[config.mk]
export PLATFORM = sky130hd
export DESIGN_NAME = scmp_bus_if
export DESIGN_NICKNAME = d
export VERILOG_FILES = /design/src/rtl/scmp_microcode_pak.sv /design/src/rtl/scmp_bus_wait_ctr.sv /design/src/rtl/scmp_bus_if.sv
export SDC_FILE = /design/constraint.sdc
export NUM_CORES = 1
export LEC_CHECK = 0
export ABC_AREA = 1
export CORE_UTILIZATION = 40
export DETAILED_ROUTE_END_ITERATION = 10
export PLACE_DENSITY = 0.7
export SYNTH_ARGS = -nofsm -noshare
export SYNTH_HDL_FRONTEND = slang
export SYNTH_SLANG_ARGS = --single-unit
[constraint.sdc]
create_clock -name clk -period 4.3 [get_ports clk]
set_clock_uncertainty 0.1 [all_clocks]
set_input_delay 0.86 -clock clk [delete_from_list [all_inputs] [get_ports clk]]
set_output_delay 0.86 -clock clk [all_outputs]
set_load 0.005 [all_outputs]
[src/rtl/scmp_microcode_pak.sv]
`default_nettype none
// ============================================================================
//  Module      : scmp_microcode_pak (package)
//  Description : Shared types and constants for the SC/MP core slice.
//                Holds the bus-interface state encoding, the bit positions of
//                the status byte the core puts on its data output while
//                ADS_n is low, and helpers that pick that byte apart.
//  Revision    : 1.0 - bus interface state type and status-byte helpers
// ============================================================================
package scmp_microcode_pak;

    // Bus interface unit states.
    typedef enum logic [1:0] {
        BUSIF_IDLE = 2'd0,
        BUSIF_ADDR = 2'd1,
        BUSIF_REQ  = 2'd2,
        BUSIF_DONE = 2'd3
    } BUSIF_STATE_t;

    // Status byte layout: {H, D, I, R, A15, A14, A13, A12}
    localparam int STB_IX_H = 7;    // halt
    localparam int STB_IX_D = 6;    // delay
    localparam int STB_IX_I = 5;    // instruction fetch
    localparam int STB_IX_R = 4;    // read

    // Full 16-bit address: upper nibble from the status byte, lower 12 bits
    // from the core address pins.
    function automatic logic [15:0] busif_full_addr(
        input logic [7:0]  stb,
        input logic [11:0] addr_lo
    );
        return {stb[3:0], addr_lo};
    endfunction

    // Flag nibble {H, D, I, R} extracted by name rather than by slice so the
    // layout stays defined in one place.
    function automatic logic [3:0] busif_stb_flags(input logic [7:0] stb);
        return {stb[STB_IX_H], stb[STB_IX_D], stb[STB_IX_I], stb[STB_IX_R]};
    endfunction

endpackage : scmp_microcode_pak
`default_nettype wire

[src/rtl/scmp_bus_wait_ctr.sv]
`default_nettype none
// ============================================================================
//  Module      : scmp_bus_wait_ctr
//  Description : Wait / timeout counter pair for one memory transaction.
//                Both counters clear together and then count the cycles spent
//                waiting for an acknowledge. They saturate rather than wrap.
//  Ports       : clk, rst_n     - clock, async active-low reset
//                clear          - zero both counters (start of a transaction)
//                count_en       - advance both counters this cycle
//                min_reached    - wait count >= MIN_WAIT (ack may be accepted)
//                timeout        - current cycle is the TIMEOUT-th waiting cycle
//  Revision    : 1.0 - initial release
// ============================================================================
module scmp_bus_wait_ctr #(
    parameter int MIN_WAIT = 0,     // 0..15
    parameter int TIMEOUT  = 16     // 2..255
) (
    input  logic clk,
    input  logic rst_n,
    input  logic clear,
    input  logic count_en,
    output logic min_reached,
    output logic timeout
);

    localparam logic [3:0] MIN_WAIT_C = MIN_WAIT[3:0];
    // The count holds the number of waiting cycles already completed, so the
    // TIMEOUT-th cycle is the one in which the count equals TIMEOUT-1.
    localparam logic [7:0] TO_LAST_C  = 8'(TIMEOUT - 1);

    logic [3:0] wait_cnt;
    logic [7:0] to_cnt;

    always_ff @(posedge clk or negedge rst_n) begin
        if (!rst_n) begin
            wait_cnt <= 4'd0;
            to_cnt   <= 8'd0;
        end else if (clear) begin
            wait_cnt <= 4'd0;
            to_cnt   <= 8'd0;
        end else if (count_en) begin
            if (wait_cnt != 4'hF) begin
                wait_cnt <= wait_cnt + 4'd1;
            end
            if (to_cnt != 8'hFF) begin
                to_cnt <= to_cnt + 8'd1;
            end
        end
    end

    assign min_reached = (wait_cnt >= MIN_WAIT_C);
    assign timeout     = (to_cnt >= TO_LAST_C);

endmodule : scmp_bus_wait_ctr
`default_nettype wire

[src/rtl/scmp_bus_if.sv]
`default_nettype none
// ============================================================================
//  Module      : scmp_bus_if
//  Description : SC/MP external bus interface. Demultiplexes the status byte
//                from the core data output during ADS_n, forms the 16-bit
//                address, turns RD_n/WR_n strobes into a single outstanding
//                req/ack memory transaction and stalls the core via cpu_nhold
//                until the transaction completes or times out.
//  Ports       : clk, rst_n            - clock, async active-low reset
//                cpu_addr[11:0]        - core address pins
//                cpu_d_o[7:0]          - core data out / status byte
//                cpu_ads_n/rd_n/wr_n   - core strobes (active low)
//                cpu_d_i[7:0]          - read data back to the core
//                cpu_nhold             - 0 stalls the core
//                mem_addr/req/we/wdata - memory request side
//                mem_rdata, mem_ack    - memory response side
//                st_flags[3:0]         - latched {H,D,I,R}
//                halt_o                - core is in HALT
//                bus_err               - one-cycle error pulse
//  Revision    : 1.0 - initial release
// ============================================================================
module scmp_bus_if
    import scmp_microcode_pak::*;
#(
    parameter int         MIN_WAIT = 0,
    parameter int         TIMEOUT  = 16,
    parameter logic [7:0] ERR_DATA = 8'hFF
) (
    input  logic        clk,
    input  logic        rst_n,
    input  logic [11:0] cpu_addr,
    input  logic [7:0]  cpu_d_o,
    input  logic        cpu_ads_n,
    input  logic        cpu_rd_n,
    input  logic        cpu_wr_n,
    output logic [7:0]  cpu_d_i,
    output logic        cpu_nhold,
    output logic [15:0] mem_addr,
    output logic        mem_req,
    output logic        mem_we,
    output logic [7:0]  mem_wdata,
    input  logic [7:0]  mem_rdata,
    input  logic        mem_ack,
    output logic [3:0]  st_flags,
    output logic        halt_o,
    output logic        bus_err
);

    BUSIF_STATE_t state;
    BUSIF_STATE_t state_nxt;

    logic [7:0]  cpu_d_i_nxt;
    logic        cpu_nhold_nxt;
    logic [15:0] mem_addr_nxt;
    logic        mem_req_nxt;
    logic        mem_we_nxt;
    logic [7:0]  mem_wdata_nxt;
    logic [3:0]  st_flags_nxt;
    logic        halt_nxt;
    logic        bus_err_nxt;
    logic        latch_addr;

    logic        ctr_clear;
    logic        ctr_en;
    logic        min_reached;
    logic        timeout;

    logic        rd_low;
    logic        wr_low;

    assign rd_low = ~cpu_rd_n;
    assign wr_low = ~cpu_wr_n;
    assign ctr_en = (state == BUSIF_REQ);

    scmp_bus_wait_ctr #(
        .MIN_WAIT (MIN_WAIT),
        .TIMEOUT  (TIMEOUT)
    ) u_wait_ctr (
        .clk         (clk),
        .rst_n       (rst_n),
        .clear       (ctr_clear),
        .count_en    (ctr_en),
        .min_reached (min_reached),
        .timeout     (timeout)
    );

    // ------------------------------------------------------------------
    // State register and registered outputs. Every output is a flop, so
    // nothing reaches the memory side combinationally from the core pins.
    // ------------------------------------------------------------------
    always_ff @(posedge clk or negedge rst_n) begin
        if (!rst_n) begin
            state     <= BUSIF_IDLE;
            cpu_d_i   <= 8'h00;
            cpu_nhold <= 1'b1;
            mem_addr  <= 16'h0000;
            mem_req   <= 1'b0;
            mem_we    <= 1'b0;
            mem_wdata <= 8'h00;
            st_flags  <= 4'h0;
            halt_o    <= 1'b0;
            bus_err   <= 1'b0;
        end else begin
            state     <= state_nxt;
            cpu_d_i   <= cpu_d_i_nxt;
            cpu_nhold <= cpu_nhold_nxt;
            mem_addr  <= mem_addr_nxt;
            mem_req   <= mem_req_nxt;
            mem_we    <= mem_we_nxt;
            mem_wdata <= mem_wdata_nxt;
            st_flags  <= st_flags_nxt;
            halt_o    <= halt_nxt;
            bus_err   <= bus_err_nxt;
        end
    end

    // ------------------------------------------------------------------
    // Next-state and next-output logic.
    // ------------------------------------------------------------------
    always_comb begin
        state_nxt     = state;
        cpu_d_i_nxt   = cpu_d_i;
        cpu_nhold_nxt = cpu_nhold;
        mem_addr_nxt  = mem_addr;
        mem_req_nxt   = mem_req;
        mem_we_nxt    = mem_we;
        mem_wdata_nxt = mem_wdata;
        st_flags_nxt  = st_flags;
        halt_nxt      = halt_o;
        bus_err_nxt   = 1'b0;
        latch_addr    = 1'b0;
        ctr_clear     = 1'b0;

        case (state)
            BUSIF_IDLE: begin
                if (!cpu_ads_n) begin
                    latch_addr = 1'b1;
                end
            end

            BUSIF_ADDR: begin
                // A strobe takes priority over a repeated ADS; both strobes
                // together is a core protocol violation and is dropped.
                if (rd_low && wr_low) begin
                    bus_err_nxt = 1'b1;
                    state_nxt   = BUSIF_IDLE;
                end else if (rd_low || wr_low) begin
                    mem_req_nxt   = 1'b1;
                    mem_we_nxt    = wr_low;
                    if (wr_low) begin
                        mem_wdata_nxt = cpu_d_o;
                    end
                    cpu_nhold_nxt = 1'b0;
                    ctr_clear     = 1'b1;
                    state_nxt     = BUSIF_REQ;
                end else if (!cpu_ads_n) begin
                    latch_addr = 1'b1;
                end
            end

            BUSIF_REQ: begin
                // An ack arriving before the minimum wait is simply ignored;
                // an accepted ack beats a simultaneous timeout.
                if (mem_ack && min_reached) begin
                    mem_req_nxt   = 1'b0;
                    cpu_nhold_nxt = 1'b1;
                    if (!mem_we) begin
                        cpu_d_i_nxt = mem_rdata;
                    end
                    state_nxt = BUSIF_DONE;
                end else if (timeout) begin
                    mem_req_nxt   = 1'b0;
                    cpu_nhold_nxt = 1'b1;
                    if (!mem_we) begin
                        cpu_d_i_nxt = ERR_DATA;
                    end
                    bus_err_nxt = 1'b1;
                    state_nxt   = BUSIF_DONE;
                end
                // A new address strobe while a transaction is outstanding is
                // not latched; it is only flagged.
                if (!cpu_ads_n) begin
                    bus_err_nxt = 1'b1;
                end
            end

            BUSIF_DONE: begin
                if (cpu_rd_n && cpu_wr_n) begin
                    if (!cpu_ads_n) begin
                        latch_addr = 1'b1;
                    end else begin
                        state_nxt = BUSIF_IDLE;
                    end
                end
            end

            default: begin
                state_nxt = BUSIF_IDLE;
            end
        endcase

        // Shared address/status latch used from IDLE, ADDR and DONE.
        if (latch_addr) begin
            mem_addr_nxt = busif_full_addr(cpu_d_o, cpu_addr);
            st_flags_nxt = busif_stb_flags(cpu_d_o);
            halt_nxt     = cpu_d_o[STB_IX_H];
            state_nxt    = BUSIF_ADDR;
        end
    end

endmodule : scmp_bus_if
`default_nettype wire

Word level (Yosys, flattened, before mapping):

Index checks and enable logic that the tools add are counted.

* bitwise logic cells: 3
* reduce and logical (&&, ||, !) cells: 18
* order comparisons: 2
* eq/ne operators: 14
* multiplexer cells: 41
* add/sub/neg operators: 2

Operators by type and width (count)
* $mux W8: 7
* $mux W1: 19
* $mux W2: 7
* $mux W4: 3
* $reduce_and A4 Y1: 3
* $reduce_bool A2 Y1: 5
* $add A8 B1 Y8 const B: 1
* $ge A8 B4 Y1 const B: 1
* $ne A2 B2 Y1 const B: 4
* $ne A4 B4 Y1 const B: 2
* $ne A8 B8 Y1 const B: 1
* $ne A3 B3 Y1 const B: 2
* $pmux W1 S2: 3
* $pmux W2 S3: 1
* $reduce_and A5 Y1: 1
* $add A4 B1 Y4 const B: 1
* $eq A2 B2 Y1 const B: 2
* $ge A4 B1 Y1 const B: 1
* $ne A4 B2 Y1 const B: 1
* $reduce_and A2 Y1: 2
* $reduce_bool A4 Y1: 1
* $logic_and A1 B1 Y1: 3
* $ne A3 B1 Y1 const B: 1
* $not A1 Y1: 3
* other kinds (5): 5

* logic and storage cells: 92
* bits of input ports: 34
* flip-flop bits (word level): 55
* output and inout bits: 41

Longest topological paths before layout:

Gate-level depths: netlist of run 1.

* depth after elaboration: 7
* mapped depth: 11
* mapped depth without buffers: 11

Hierarchy:

A second synthesis of run 1 with hierarchy kept.

* cell total of the unflattened synthesis: 288
* area, all modules: 2418.6 um2

By module, submodules not included
* scmp_bus_if: times used 1, seq. area each 1052.3 um2, cells an instance 210, area an instance 1879.3 um2
* scmp_bus_wait_ctr: times used 1, seq. area each 200.2 um2, cells an instance 78, area an instance 539.3 um2

Least setup slack after synthesis of run 1:

OpenSTA, ideal clock, no wires.

* path kind: input to register
* start point: input cpu_rd_n
* end point: register mem_addr[10]
* data arrival time: 1.755 ns
* path slack: 2.329 ns
* stages: 10
* buffers on the path: 2
* data required time: 4.084 ns
* cells stage by stage: inv_1 -> ha_1 -> inv_1 -> nand3_1 -> nand2_2 -> nand2_2 -> buf_6 -> buf_6 -> nand2_1 -> nand2_1

* cells in the longest elaborated chain, start to end: 5
* elaborated cells between the ends (all ways): 8

Ends and longest elaborated chain
* start, declared: RTL line scmp_bus_if.sv:34 `input logic cpu_rd_n,`
* $not A1 Y1: RTL line scmp_bus_if.sv:71 `assign rd_low = ~cpu_rd_n;`
* $logic_or A1 B1 Y1: RTL line scmp_bus_if.sv:147 `end else if (rd_low || wr_low) begin`
* $mux W1: RTL line scmp_bus_if.sv:147
* $mux W1: RTL line scmp_bus_if.sv:144 `if (rd_low && wr_low) begin`
* $pmux W1 S3 (*): RTL line scmp_bus_if.sv:134 `case (state)`
* end signal, assigned: RTL line scmp_bus_if.sv:107 `mem_addr <= mem_addr_nxt;`
* end, declared: RTL line scmp_bus_if.sv:38 `output logic [15:0] mem_addr,`

Mark *: on every way between the ends. The rest lies on a longest branch, timed or not.
A chain may end at the register's enable or synchronous reset.

Worst setup path in the final report of run 1:

* start point: input cpu_ads_n
* end point: register state[0]

* cells in the longest elaborated chain, start to end: 6
* elaborated cells between the ends (all ways): 12

Ends and longest elaborated chain
* start, declared: RTL line scmp_bus_if.sv:33 `input logic cpu_ads_n,`
* $mux W1: RTL line scmp_bus_if.sv:136, scmp_bus_if.sv:156, scmp_bus_if.sv:189
* $mux W1: RTL line scmp_bus_if.sv:147
* $mux W1: RTL line scmp_bus_if.sv:144
* $pmux W1 S3: RTL line scmp_bus_if.sv:134
* $ne A4 B4 Y1 (no source line), or another cell as far along
* $reduce_and A5 Y1 (no source line)
* end signal, assigned: RTL line scmp_bus_if.sv:104 `state <= state_nxt;`
* end, declared: RTL line scmp_bus_if.sv:49 `BUSIF_STATE_t state;`

Parallel ways exist; a longest one is shown, timed or not.

==> results of run 1 <==
-- stage by stage --
step	worst slack, ps	std cells
2_1_floorplan	2329	278
3_3_place_gp	1149	417
3_5_place_dp	1138	417
4_1_cts	1448	425
5_1_grt	1270	425
6_report	1457	425
-- worst max-delay path: cells and delay by family --
kind / cells / cell delay (ps)
simple gates: 6 / 1640
buf+inv: 1 / 450
-- per-layer routing --
metal | track usage (%) | share of wire [%]
met1 | 22.30 | 47
met2 | 29.49 | 46
met3 | 4.229 | 6.0
met4 | 3.571 | 0.56
met5 | 0 | 0
-- sequential cells by signal (all words and copies together) (netlist names) --
| register | count |
|---|---|
| mem_wdata | 8 |
| mem_req | 1 |
| state | 2 |
| cpu_d_i | 8 |
| cpu_nhold | 1 |
| mem_we | 1 |
| mem_addr | 16 |
| u_wait_ctr.to_cnt | 8 |
| bus_err | 1 |
| st_flags | 4 |
-- area by class of cell --
| class | count | area (µm²) |
|---|---|---|
| multi-input combinational | 192 | 1005 |
| clock inverter | 2 | 60.06 |
| timing repair buffer | 75 | 743.2 |
| fill | 559 | 2555 |
| tap | 75 | 93.84 |
| inverter | 25 | 93.84 |
| clock buffer | 6 | 82.58 |
| sequential | 50 | 1252 |
-- power groups by stage --
stage / registers (W) / logic, W / clock network, W
floorplan: 0.000819 / 0.000529 / 0
global placement: 0.000820 / 0.000970 / 0
detailed placement: 0.000822 / 0.00100 / 0
CTS: 0.000815 / 0.00100 / 0.000415
global route: 0.000840 / 0.00112 / 0.000434
finish: 0.000814 / 0.000987 / 0.000403
-- Yosys cell counts, types with 2 or more instances --
cell type | n | share of area, %
nand2_2 | 5 | 1.3
o21ai_1 | 2 | 0.41
inv_1 | 24 | 3.7
a21oi_1 | 2 | 0.41
nor2_1 | 20 | 3.1
nor2_4 | 2 | 0.93
nand3_1 | 27 | 5.6
clkbuf_1 | 3 | 0.46
buf_6 | 4 | 1.9
ha_1 | 9 | 4.6
nand2_1 | 80 | 12
o21ai_2 | 11 | 4.0
dfrtp_1 | 49 | 50
o21ai_0 | 23 | 4.7
buf_2 | 3 | 0.62
-- kinds of logic (layout without fill, tap and decap cells) --
logic type	count (synthesis)	count (layout)	share of synthesized area, %
DFF	50	50	51.55
adders and majority gates	9	9	4.634
xor gates and xnor gates	1	1	0.3605
buffers and inverters	36	108	7.106
and+or+nand+nor	139	139	24.77
AOI/OAI and AO/OA	43	43	11.59
-- path summary, 6_finish.rpt --
kind / depth (start not counted) / endpoint / slack [ps]
setup reg to reg: 8 / state[0] / 1590
hold reg to reg: 2 / mem_addr[9] / 380
max in group asynchronous: 2 / st_flags[0] / 3120
setup / recovery: 7 / state[0] / 1460
min in group asynchronous: 2 / mem_wdata[6] / 530
hold / removal: 2 / mem_addr[9] / 380
==> reports/results.txt, run 1 <==
slowest stage delay, CP - 660 ps
Final Max Tran Viols - 0
routability cong. - 0.8045
CTS Buffer Depth - 2
Yosys reg bits - 50
Final Core Density - 56.59%
synth unique cells - 29
initial DRC count - 116
FF-to-FF Start - state[0]
setup TNS - 0 ps
clock slew seen by the registers of the worst setup and hold paths - 90 ps
post-DR wirelength/cell - 11.85 µm
grt ovf - 0
most frequent cells in the layout - 80 x nand2_1, 73 x clkdlybuf4s50_1, 49 x dfrtp_1, 27 x nand3_1, 24 x inv_1
pwr dens - 661.8 mW/mm²
clk sink count - 50
Rows - 28
Worst EP required - 4400 ps
initial antenna violation count - 0
fin nets - 392
DR vias/cell - 4.765
post-cts sizing count - 0
commonest non-fill, non-tap cell in the layout - nand2_1
Max-slew headroom - 43.67%
Buffers on Ports - 74
Max Cap Viol - 0
total wire length - 5036 µm
Post-Layout Inst Area - 0.003331 mm²
slowest CP cell - nor2_1
Die ar. - 0.006390 mm²
ANT cells - 0
Gate Count Post-Synth - 278
Internal Pwr Total - 0.001458 W
WS Path Type - input pin to flop
Starting Density - 41.28%
Switching Share - 33.87%
EDFF count, synth - 0
Die W - 79.94 µm
Peak VDD IR - 0.2906 mV
placed cell area - 0.003188 mm²
Critical Path AT - 2940 ps
Hold Path Class - flop to flop
mapped cell area - 0.002430 mm²
vias after detailed routing - 2,025
vias in the first global route - 1,914
largest net degree at the start of global routing - 51
DRC - 0
Gate power share - 44.8%
RSZ-0062 raised after global routing - no
crit path from - cpu_ads_n
worst path cell trace - clkdlybuf4s50_1, nor2_1, nand2_2, nand3_1, nand3_1, nand2_1, nand2_1
# IOs - 75
layout cells sized above 1 - 9.714%
first drt pass iteration count - 4
NetSw - 0.0007466 W
worst hold slack - 378.9 ps
min-delay src - mem_addr[9]
fraction of the yosys area taken by sequential cells - 51.54%
setup repair bufs after CTS - 0
GR Util All Layers - 17.32%
Die Ht - 79.94 µm
worst-path maximum fanout - 31
Final setup viols - 0
status - completed
Power, Total - 0.002204 W
fmax - 0.3517 GHz
CTS Hold Bufs - 0
area delta synth->final - 37.08%
first-pass GRT wire length - 8659 µm
dpl hpwl - 3646 µm
Hold Vio Cnt, Final - 0
Top FF cell, synth - dfrtp_1
Core Area - 0.005886 mm²
Reg power frac - 36.9%
CTS tree - done
syn avg cell area - 8.740 µm²
Clock Tree Root - clkbuf_8
clock buffer count from CTS - 5
crit end category - flop
Routed Antenna Nets - 0
Clock H-tree levels - 2
post-layout min period - 2843 ps
post-synth net total - 321
P_leak - 1.620 nW
Worst Setup Start Kind - input pin
Worst Tran Pin Value - 841.9 ps
Yosys Warn Count - 0
final worst-path cycle share - 66.12%
clock power share - 18.3%
Clock Latency Late Sink - 300 ps
Async SR Flop Fraction - 100.0%
Note: power is estimated with default switching activity, not from simulation.
==> run 2: changes to the inputs <==
- clock period: 4.3 -> 2.9 ns (I/O delays scaled with it)
==> run 2 against run 1 <==
Combinational power increased by 51%. Die area unchanged. Critical path depth grew 4. Final cell count up 0.94%. Non-clock buffer count rose by 4. Register-to-register slack worse by 660 ps.
==> reports/results.txt, run 2 (synthesis gave the netlist of run 1 again) <==
Clock Latency Late Sink - 300 ps (about the same)
clock slew seen by the registers of the worst setup and hold paths - 90 ps (about the same)
Starting Density - 41.28% (unchanged)
DR vias/cell - 4.758 (was 4.765)
area delta synth->final - 36.35% (was 37.08%)
Hold Vio Cnt, Final - 0 (unchanged)
routability cong. - 0.7390 (was 0.8045)
FF-to-FF Start - state[0] (unchanged)
Buf/Inv on CP - 3 (was 1)
Die ar. - 0.006390 mm² (unchanged)
grt ovf - 0 (unchanged)
fmax - 0.4560 GHz
Die Ht - 79.94 µm (unchanged)
final worst-path cycle share - 75.62%
NetSw - 0.001115 W (was 0.0007466 W)
CTS Hold Bufs - 0 (unchanged)
post-cts sizing count - 0 (unchanged)
Clock Tree Root - clkbuf_8 (unchanged)
WS Path Type - input pin to flop (unchanged)
Max-slew headroom - 51.11% (was 43.67%)
worst path cell trace - clkdlybuf4s50_1, inv_1, ha_1, inv_1, nand3_1, nand2_2, nand2_2, nand3_1, nand3_1, nand2_1, nand2_1 (was clkdlybuf4s50_1, nor2_1, nand2_2, nand3_1, nand3_1, nand2_1, nand2_1)
crit end category - flop (unchanged)
vias after detailed routing - 2,041 (was 2,025)
Final setup viols - 0 (unchanged)
clock power share - 13.4% (was 18.3%)
crit path from - cpu_wr_n (was cpu_ads_n)
Internal Pwr Total - 0.002010 W (was 0.001458 W)
largest net degree at the start of global routing - 34 (was 51)
most frequent cells in the layout - 80 x nand2_1, 73 x clkdlybuf4s50_1, 49 x dfrtp_1, 27 x nand3_1, 24 x inv_1 (unchanged)
P_leak - 1.615 nW (was 1.620 nW)
GR Util All Layers - 17.52% (was 17.32%)
DRC - 0 (unchanged)
Gate power share - 47.8% (was 44.8%)
pwr dens - 943.1 mW/mm² (was 661.8 mW/mm²)
Worst EP required - 2990 ps (was 4400 ps)
setup repair bufs after CTS - 0 (unchanged)
Largest register FFs - 16 (unchanged)
status - completed (unchanged)
CTS Buffer Depth - 2 (unchanged)
worst-path maximum fanout - 25 (was 31)
clk sink count - 50 (unchanged)
Die W - 79.94 µm (unchanged)
Worst Setup Start Kind - input pin (unchanged)
Core Area - 0.005886 mm² (unchanged)
Routed Antenna Nets - 0 (unchanged)
setup TNS - 0 ps (unchanged)
layout cells sized above 1 - 10.73% (was 9.714%)
commonest non-fill, non-tap cell in the layout - nand2_1 (unchanged)
vias in the first global route - 1,952 (was 1,914)
Reg power frac - 38.8% (was 36.9%)
Buffers on Ports - 74 (unchanged)
Clock H-tree levels - 2 (unchanged)
Crit path max-delay family - simple AND/OR/NAND/NOR gates (unchanged)
Peak VDD IR - 0.3725 mV (was 0.2906 mV)
# IOs - 75 (unchanged)
first drt pass iteration count - 4 (unchanged)
post-layout min period - 2193 ps
Most flops, register - mem_addr (unchanged)
Rows - 28 (unchanged)
clock buffer count from CTS - 5 (unchanged)
slowest stage delay, CP - 510 ps (was 660 ps)
total wire length - 5140 µm (was 5036 µm)
Max Cap Viol - 0 (unchanged)
slowest CP cell - clkdlybuf4s50_1 (was nor2_1)
first-pass GRT wire length - 8776 µm (was 8659 µm)
Critical Path AT - 2280 ps (was 2940 ps)
Switching Share - 35.69% (was 33.87%)
fin nets - 396 (was 392)
post-DR wirelength/cell - 11.98 µm (was 11.85 µm)
initial antenna violation count - 0 (unchanged)
initial DRC count - 108 (was 116)
Hold Path Class - input pin to async pin (was flop to flop)
CTS tree - done (unchanged)
Final Max Tran Viols - 0 (unchanged)
Worst Tran Pin Value - 733.4 ps (was 841.9 ps)
ANT cells - 0 (unchanged)
RSZ-0062 raised after global routing - no (unchanged)
Power, Total - 0.003125 W (was 0.002204 W)
dpl hpwl - 3892 µm (was 3646 µm)
most frequent CP cell - nand3_1
run 2: metal layers:
layer | share of wire, % | GRT usage (%)
met4 | 0.74 | 3.750
met2 | 47 | 29.32
met5 | 0 | 0
met3 | 5.1 | 4.000
met1 | 47 | 23.10
run 2: final cells by class:
cell class / instances / area, µm²
fill: 554 / 2572
sequential: 50 / 1252
multi-input combinational: 192 / 1005
timing repair buffer: 79 / 773.2
inverter: 25 / 93.84
tap: 75 / 93.84
clock buffer: 6 / 82.58
clock inverter: 2 / 12.51
run 2: worst register-to-register path: stages (launching register included):
cell     delay (ps)
dfrtp_1         450
inv_1           110
ha_1            290
nor2_1          210
nand2_2         290
nand3_1         180
nand3_1         100
nand2_1          70
nand2_1          50
run 2: power by group through the flow:
stage | Sequential, W | Clock [W] | Combinational, W
6_report | 0.00121 | 0.000418 | 0.00149
5_1_grt | 0.00125 | 0.000467 | 0.00170
4_1_cts | 0.00122 | 0.000434 | 0.00152
3_5_place_dp | 0.00123 | 0 | 0.00151
3_3_place_gp | 0.00122 | 0 | 0.00147
2_1_floorplan | 0.00121 | 0 | 0.000785
run 2: final timing paths:
kind                           endpoint  slack, ps  depth (start not counted)
max                            state[1]        710                         11
min                        mem_wdata[6]        230                          1
max reg2reg                    state[1]        930                          8
min reg2reg                 mem_addr[0]        380                          2
max in group asynchronous     cpu_nhold       1760                          2
min in group clk            mem_addr[0]        380                          2
run 2: through the flow:
step                      std cells  instance area (µm²)  setup WS (ps)  hold slack, ps  utilization, %
after floorplan                 278                 2430           1209           184.4               -
final                           429                 3313          707.0           232.1           56.29
after CTS                       429                 3313          690.7           243.6           56.29
after global placement          421                 3218          401.1           353.3           54.68
after detailed placement        421                 3218          384.4           358.4           54.68
after global routing            429                 3313          505.2           269.8           56.29
==> run 3: changes to the inputs <==
- clock period: 2.9 -> 2.3 ns (I/O delays scaled with it)
==> run 3 against run 2 <==
Critical endpoint unchanged. Power increased by 26%. Critical path type unchanged. Largest power group unchanged. Utilization increased by 0.36 points. Worst hold slack got worse by 200 ps.
==> reports/results.txt, run 3 (synthesis gave the netlist of run 1 again) <==
Critical Path AT - 2000 ps (was 2280 ps)
Clock Tree Root - clkbuf_8 (unchanged)
Hold Vio Cnt, Final - 0 (unchanged)
Clock H-tree levels - 2 (unchanged)
Starting Density - 41.28% (unchanged)
status - completed (unchanged)
Peak VDD IR - 0.4904 mV (was 0.3725 mV)
setup TNS - 0 ps (unchanged)
most frequent cells in the layout - 80 x nand2_1, 73 x clkdlybuf4s50_1, 49 x dfrtp_1, 27 x nand3_1, 24 x inv_1 (unchanged)
ANT cells - 0 (unchanged)
Worst EP required - 2390 ps (was 2990 ps)
Buffers on Ports - 74 (unchanged)
placed cell area - 0.003251 mm² (was 0.003218 mm²)
setup repair bufs after CTS - 0 (unchanged)
RSZ-0062 raised after global routing - no (unchanged)
GR Util All Layers - 17.47% (was 17.52%)
Die Ht - 79.94 µm (unchanged)
Largest register FFs - 16 (unchanged)
Multi-input gate area - 0.001005 mm² (unchanged)
first drt pass iteration count - 4 (unchanged)
Most flops, register - mem_addr (unchanged)
CTS tree - done (unchanged)
initial antenna violation count - 0 (unchanged)
Core Area - 0.005886 mm² (unchanged)
Reg area - 0.001252 mm² (unchanged)
Rows - 28 (unchanged)
CTS Hold Bufs - 0 (unchanged)
vias after detailed routing - 2,027 (was 2,041)
Post-Place Cells - 422 (was 421)
Worst Setup Start Kind - input pin (unchanged)
Hold Path Class - input pin to async pin (unchanged)
routability cong. - 0.7728 (was 0.7390)
Die ar. - 0.006390 mm² (unchanged)
Max-slew headroom - 63.96% (was 51.11%)
WS Path Type - input pin to flop (unchanged)
Post-Layout Inst Area - 0.003334 mm² (was 0.003313 mm²)
worst-path maximum fanout - 7 (was 25)
# IOs - 75 (unchanged)
Die W - 79.94 µm (unchanged)
first-pass GRT wire length - 8659 µm (was 8776 µm)
Clock Latency Late Sink - 290 ps (was 300 ps)
fmax - 0.5244 GHz
Routed Antenna Nets - 0 (unchanged)
initial DRC count - 91 (was 108)
area delta synth->final - 37.23% (was 36.35%)
DRC - 0 (unchanged)
P_leak - 1.619 nW (was 1.615 nW)
fin cells - 429 (unchanged)
Final setup viols - 0 (unchanged)
CTS Buffer Depth - 2 (unchanged)
crit end category - flop (unchanged)
commonest non-fill, non-tap cell in the layout - nand2_1 (unchanged)
Final Max Tran Viols - 0 (unchanged)
FILL cells - 526 (was 554)
clk sink count - 50 (unchanged)
worst hold slack - 33.55 ps (was 232.1 ps)
Max Cap Viol - 0 (unchanged)
post-cts sizing count - 0 (unchanged)
post-DR wirelength/cell - 11.98 µm (about the same)
Setup WS post-layout - 393.2 ps (was 707.0 ps)
vias in the first global route - 1,864 (was 1,952)
layout cells sized above 1 - 10.73% (unchanged)
fin nets - 397 (was 396)
final worst-path cycle share - 82.90%
post-layout min period - 1907 ps
clock buffer count from CTS - 5 (unchanged)
grt ovf - 0 (unchanged)
clock slew seen by the registers of the worst setup and hold paths - 90 ps (about the same)
DR vias/cell - 4.725 (was 4.758)
DP Worst Slack - 87.31 ps (was 384.4 ps)
dpl hpwl - 3844 µm (was 3892 µm)
largest net degree at the start of global routing - 29 (was 34)
pwr dens - 1180 mW/mm² (was 943.1 mW/mm²)
Worst Tran Pin Value - 540.6 ps (was 733.4 ps)
total wire length - 5138 µm (was 5140 µm)
-- run 3: cell types whose count changed in the layout (fill, tap and decap cells not counted), sizes merged --
cell / delta
buf: +1
clkinvlp: +1
clkinv: -1
clkbuf: -1
-- run 3: worst paths after layout --
check	from	end	slack [ps]	cells past startpoint
worst max register to register	state[1]	state[1]	530	9
min in group clk	mem_addr[0]	mem_addr[0]	380	2
worst max-delay path	cpu_rd_n	state[1]	390	11
worst min-delay path	rst_n	st_flags[2]	30	1
max in group asynchronous	rst_n	cpu_d_i[2]	1530	2
worst min register to register	mem_addr[0]	mem_addr[0]	380	2
-- run 3: per-stage QoR --
step	power (W)	util, %
6_report	0.003933	56.65
5_1_grt	0.004303	56.65
4_1_cts	0.003991	56.65
3_5_place_dp	0.003483	55.23
3_3_place_gp	0.003428	55.23
2_1_floorplan	0.002520	-
-- run 3: cell type report --
cell class	instances	share of cell area, %
repair buffers	80	24.17
inverters	25	2.814
multi-input cells	192	30.13
clock inverters	2	0.4503
clock buffers	5	2.064
flip-flops and latches	50	37.56
well taps	75	2.814
-- run 3: worst max-delay path: stages --
cell and delay [ps]:
clkdlybuf4s50_1 510, inv_1 60, ha_1 220, inv_1 70, nand3_1 100, nand2_2 110
nand2_2 120, nand3_1 130, nand3_1 100, nand2_1 80, nand2_1 50
-- run 3: report_power, final --
| group | total (W) | internal [W] | switching, W |
|---|---|---|---|
| Combinational | 0.00193 | 0.00104 | 0.000883 |
| Clock | 0.000488 | 0.000208 | 0.000280 |
| Sequential | 0.00152 | 0.00127 | 0.000243 |
| Total | 0.00393 | 0.00253 | 0.00141 |
-- run 3: per-layer routing --
layer,vias up,share of wire [%],track usage (%),wire length (µm)
met2,58,46,28.46,2380
met5,-,0,0,0
met4,0,0.49,4.821,25
met3,2,5.6,3.657,286
met1,933,48,23.45,2446
li1,1034,-,-,-
